[src/rtl/serial_subtractor.sv]
// Bit-serial A - B, LSB first, one bit per clock; done pulses WIDTH+1 cycles after start is accepted.
// start is only honoured in IDLE (ignored while busy or done), so the caller must wait for done before the next issue.
module serial_subtractor #(
  parameter int WIDTH = 8
) (
  input  logic             clk,
  input  logic             rst,
  input  logic             start,
  input  logic [WIDTH-1:0] A,
  input  logic [WIDTH-1:0] B,
  output logic             busy,
  output logic             done,
  output logic [WIDTH-1:0] Df,
  output logic             Bo
);

  localparam int CW = (WIDTH < 2) ? 1 : $clog2(WIDTH + 1);

  typedef enum logic [1:0] {IDLE, SHIFT, DONE} state_t;

  state_t           state;
  state_t           state_nxt;
  logic [WIDTH-1:0] a_sr;
  logic [WIDTH-1:0] b_sr;
  logic [WIDTH-1:0] r;
  logic [WIDTH-1:0] r_nxt;
  logic [WIDTH:0]   r_ext;
  logic [CW-1:0]    cnt;
  logic             br;
  logic             br_nxt;
  logic             d;
  logic             last;

  // One full-subtractor cell, reused on every bit with the borrow fed back through br
  assign d      = a_sr[0] ^ b_sr[0] ^ br;
  assign br_nxt = (~a_sr[0] & b_sr[0]) | (~(a_sr[0] ^ b_sr[0]) & br);
  assign r_ext  = {d, r};
  assign r_nxt  = r_ext[WIDTH:1];
  assign last   = (cnt == CW'(WIDTH - 1));

  assign busy = (state == SHIFT);
  assign done = (state == DONE);

  always_ff @(posedge clk) begin
    if (rst) state <= IDLE;
    else     state <= state_nxt;
  end

  always_comb begin
    state_nxt = state;
    case (state)
      IDLE:    if (start) state_nxt = SHIFT;
      SHIFT:   if (last)  state_nxt = DONE;
      DONE:    state_nxt = IDLE;
      default: state_nxt = IDLE;
    endcase
  end

  always_ff @(posedge clk) begin
    if (rst) begin
      a_sr <= '0;
      b_sr <= '0;
      r    <= '0;
      br   <= 1'b0;
      cnt  <= '0;
      Df   <= '0;
      Bo   <= 1'b0;
    end else begin
      case (state)
        IDLE: begin
          if (start) begin
            a_sr <= A;
            b_sr <= B;
            br   <= 1'b0;
            cnt  <= '0;
          end
        end
        SHIFT: begin
          a_sr <= a_sr >> 1;
          b_sr <= b_sr >> 1;
          r    <= r_nxt;
          br   <= br_nxt;
          cnt  <= cnt + CW'(1);
          // Results only move on completion so Df/Bo stay stable through SHIFT
          if (last) begin
            Df <= r_nxt;
            Bo <= br_nxt;
          end
        end
        default: ;
      endcase
    end
  end

endmodule

[config.mk]
export PLATFORM = sky130hd
export DESIGN_NAME = serial_subtractor
export DESIGN_NICKNAME = d
export VERILOG_FILES = /design/src/rtl/serial_subtractor.sv
export SDC_FILE = /design/constraint.sdc
export NUM_CORES = 1
export LEC_CHECK = 0
export BUFFER_PORTS_ARGS = -buffer_cell sky130_fd_sc_hd__buf_2
export CAP_MARGIN = 30
export CORE_MARGIN = 2
export CORE_UTILIZATION = 40
export CTS_BUF_LIST = sky130_fd_sc_hd__clkbuf_16
export CTS_CLUSTER_DIAMETER = 100
export DETAILED_ROUTE_END_ITERATION = 6
export PLACE_DENSITY = 0.63
export SYNTH_ARGS = -nofsm -noshare
export SYNTH_HDL_FRONTEND = slang
export SYNTH_SLANG_ARGS = --single-unit
[constraint.sdc]
create_clock -name clk -period 1.3 [get_ports clk]
set_input_delay 0.26 -clock clk [delete_from_list [all_inputs] [get_ports clk]]
set_output_delay 0.26 -clock clk [all_outputs]
set_load 0.005 [all_outputs]
==> flow_summary.rst <==
.. list-table::
   :header-rows: 1

   * - Metric
     - Value
   * - Run status
     - finished with violations
   * - Failing checks
     - negative setup slack
   * - Actual slew at the worst max-slew pin
     - between 0.2 and 0.25 ns
   * - Timing-limited maximum frequency
     - around 0.75 GHz
   * - Area Growth Syn to Fin
     - 41.4%
   * - Die Area
     - 0.00512 mm^2
   * - Count of endpoints failing hold in the final timing report
     - 0
   * - Weighted congestion at the end of routability-driven global placement
     - between 0.7 and 0.8
   * - CTS max path bufs
     - 2
   * - Asr flop ratio synth
     - 0%
   * - Biggest fanout along the worst timing path
     - 5
   * - Startpoint type of the worst setup path
     - flip-flop
   * - Share of total power in sequential cells
     - between 40% and 50%
   * - Count of unresolved DRC violations after routing
     - 0
   * - Commonest cells in the netlist
     - sky130_fd_sc_hd__a21oi_1 (44), sky130_fd_sc_hd__dfxtp_1 (39), sky130_fd_sc_hd__nor2_1 (25)
   * - Port bufs
     - 29
   * - TritonCTS clock tree
     - done
   * - Synthesized instance count
     - 221
   * - Fillers
     - roughly 370
   * - Clock edge transition at the registers on the reported setup and hold paths
     - 0.06 ns
   * - Post-route worst setup slack
     - -0.0265 ns
   * - Wire length of the first global-routing pass
     - roughly 6.7 mm
   * - Synth unique cells
     - 33
   * - H-tree depth
     - 2
   * - Final core utilization
     - between 50% and 60%
   * - DRC marker count from the first detailed-route iteration
     - between 70 and 80
   * - Worst Hold Endpoint
     - b_sr[7]
   * - Number of enable-type register cells in the synthesized netlist
     - 0
   * - CTS Hold Bufs
     - 0
   * - Path type of the worst min-delay path
     - in -> reg
   * - Reg-to-reg slack, setup
     - -0.03 ns
   * - Via count of the first global-routing pass
     - 1498
   * - Final routed wire length divided by cell count
     - 14.1 um
   * - Peak ir drop on the vdd network
     - 608 uV
   * - Row count
     - 24
   * - Syn Nets
     - around 240
   * - Flip-flop cell with the highest count after synthesis
     - sky130_fd_sc_hd__dfxtp_1
   * - Required arrival time at the worst endpoint
     - 1.51 ns
   * - Worst slew margin relative to its limit
     - 86.2%
   * - Worst hold slack
     - ~0.26 ns
   * - Comb pwr share
     - roughly an eighth
   * - Final worst path period need
     - ~1.3 ns
   * - Setup total negative slack
     - -0.0532 ns
   * - Max-Cap Viols
     - 0
   * - Hold Path Depth
     - 3
   * - Fraction of layout cells with a size suffix above 1
     - slightly above 40%
   * - Number of nets in the finished design
     - roughly 290
   * - Floorplan Core Area
     - ~0.0044 mm^2
   * - Clock Sink Count
     - 39
   * - R2r worst-path depth
     - 5
   * - Final clock period utilization by the worst path
     - 102%
   * - Leakage dissipation
     - 0.00107 uW
   * - Net switching power of the design
     - 689 uW
   * - Final setup vio count
     - 3
   * - Crit path arrival time
     - ~1.5 ns
   * - Clk network pwr share
     - 41.4%
   * - Top cell type's share of synthesized area
     - a little over two fifths
   * - Hold path start
     - B[7]
   * - Synthesized area
     - 0.00183 mm^2
   * - CTS Buf Count
     - 5
   * - Switching power share of the total
     - between 20% and 30%
   * - Cell internal power dissipation
     - 2120 uW
   * - Final Max Slew Viols
     - 0
   * - Global routing usage summed across all routing layers
     - 16.4%
   * - Synthesized area divided by synthesized cell count
     - 8.27 um^2
   * - Flops & latches, synth
     - 39
   * - Post-layout instance count excluding filler cells
     - 320
   * - Per-cell via count in the routed design
     - between 5 and 6
   * - Pwr Density
     - about 1100 mW/mm^2
   * - Yosys warnings
     - 0
   * - PnR Total Power
     - between 2000 and 3000 uW
   * - Top-Level Pins
     - 30
   * - Clock Tree Root
     - sky130_fd_sc_hd__clkbuf_16
   * - Horizontal die dimension
     - between 70 and 80 um
   * - Startpoint of the worst register-to-register path
     - cnt[1]
   * - Total detailed-routing wirelength
     - about 4.5 mm
   * - Crit path kind
     - reg -> reg
   * - Antenna violations before repair
     - 0
   * - CP Capture Type
     - flip-flop
   * - Final clock skew
     - 0.00352 ns
   * - Maximum number of pins on one net before global-route repair
     - 34
   * - Clock insertion delay at the later pin of the skew report
     - 0.28 ns
   * - Post-route antenna net violation count
     - 0
   * - Most area-consuming cells after synthesis
     - sky130_fd_sc_hd__dfxtp_1 (43%), sky130_fd_sc_hd__a21oi_1 (12%), sky130_fd_sc_hd__o221a_2 (8.6%), sky130_fd_sc_hd__nor2_1 (5.1%), sky130_fd_sc_hd__a21bo_2 (3.8%)
   * - Most frequent cell after synthesis
     - sky130_fd_sc_hd__a21oi_1
   * - DIE HEIGHT
     - 71.6 um
   * - Antenna cells
     - 0
   * - Post-synthesis sequential area ratio
     - 42.7%
   * - First-pass detailed-route iteration total
     - 4
   * - Initial cell density of the core
     - between 40% and 50%
   * - Total number of vias
     - around 1700
   * - Dpl hpwl
     - ~2.4 mm
   * - # placed instances
     - around 300
   * - Total gr overflow
     - 0
   * - RSZ-0062 raised after global routing
     - true
   * - Cell type contributing the most total cell area after synthesis
     - sky130_fd_sc_hd__dfxtp_1
   * - Reg-to-Reg End
     - Df[2]
[per-stage QoR]
step           setup slack (ns)  cell area, um^2
6_report                -0.0265             2580
5_1_grt                 -0.0663             2580
4_1_cts                 -0.0170             2290
3_5_place_dp            -0.0150             2090
3_3_place_gp             0.0185             2090
2_1_floorplan           0.00491             1830
[worst max-delay path by stage]
stage | cells past startpoint | from | end
floorplan | 6 | cnt[0] | Bo
global placement | 5 | cnt[0] | Bo
detailed placement | 5 | cnt[0] | Bo
CTS | 3 | state[1] | busy
global route | 5 | cnt[1] | Df[2]
finish | 5 | cnt[1] | Df[2]
[power groups by stage]
| stage | clock network, uW | registers (uW) | logic (uW) |
|---|---|---|---|
| 6_report | 1160 | 1290 | 354 |
| 3_3_place_gp | 0 | 1310 | 302 |
| 2_1_floorplan | 0 | 1300 | 216 |
| 5_1_grt | 1250 | 1300 | 393 |
| 4_1_cts | 1190 | 1290 | 316 |
| 3_5_place_dp | 0 | 1310 | 305 |
[logic make-up (layout without fill, tap and decap cells)]
logic type / after synthesis / after routing / synth area share, %
AO/OA/AOI/OAI: 78 / 78 / 29.9
adder cells (fa/ha/maj): 2 / 2 / 1.78
buffers and inverters: 35 / 82 / 8.77
flip-flops: 39 / 39 / 42.7
AND/OR/NAND/NOR: 66 / 66 / 16.2
multiplexers: 1 / 1 / 0.548
[cell type report]
cell class                 count  area (um^2)  area share (%)
clock buffer                   5          125            4.84
clock inverter                 3         16.3           0.630
timing repair inverter         1         6.26           0.242
inverter                      16         72.6            2.81
tap                           52         65.1            2.52
timing repair buffer          57          494            19.1
multi-input combinational    147         1010            39.3
sequential                    39          788            30.5
[critical path, stage by stage, from the launching register on]
cell	delay, ns
sky130_fd_sc_hd__dfxtp_2	0.33
sky130_fd_sc_hd__ha_4	0.16
sky130_fd_sc_hd__and3b_2	0.26
sky130_fd_sc_hd__clkbuf_16	0.18
sky130_fd_sc_hd__a21bo_4	0.20
sky130_fd_sc_hd__a21oi_2	0.12
[metal layers]
layer  track usage [%]  wire (um)
met3              4.64        156
met2              26.4       2130
met5                 0          0
met1              21.2       2170
met4              5.66         44
[state kept, by name (all words and copies together), names as in the netlist]
register,flops
state,2
br,1
r,7
b_sr,8
a_sr,8
Bo,1
Df,8
cnt,4
[cells in the final DEF (no fill, tap or decap), types with 2 or more instances in the layout]
cell type                   instances
sky130_fd_sc_hd__inv_1             16
sky130_fd_sc_hd__nor2_1            25
sky130_fd_sc_hd__a21oi_2            9
sky130_fd_sc_hd__a21oi_1           35
sky130_fd_sc_hd__nand2_1           18
sky130_fd_sc_hd__clkbuf_16          8
sky130_fd_sc_hd__a21bo_4            7
sky130_fd_sc_hd__o22a_1             3
sky130_fd_sc_hd__buf_12             4
sky130_fd_sc_hd__dfxtp_2            3
sky130_fd_sc_hd__buf_6              3
sky130_fd_sc_hd__nand3_2            3
sky130_fd_sc_hd__nand3_1            7
sky130_fd_sc_hd__o221a_2           14
sky130_fd_sc_hd__buf_4             17
sky130_fd_sc_hd__dfxtp_1           35
sky130_fd_sc_hd__nor2b_1            5
sky130_fd_sc_hd__o22ai_1            2
sky130_fd_sc_hd__buf_2             29
[timing repair]
| action | 4_1_cts | 5_1_grt |
|---|---|---|
| gates cloned | 2 | 4 |
| pin swaps | 0 | 19 |
| setup buffers | 1 | 10 |
| setup endpoints to repair | 4 | 8 |
| resized for setup | 10 | 29 |
Power figures use the tool's default switching activity.
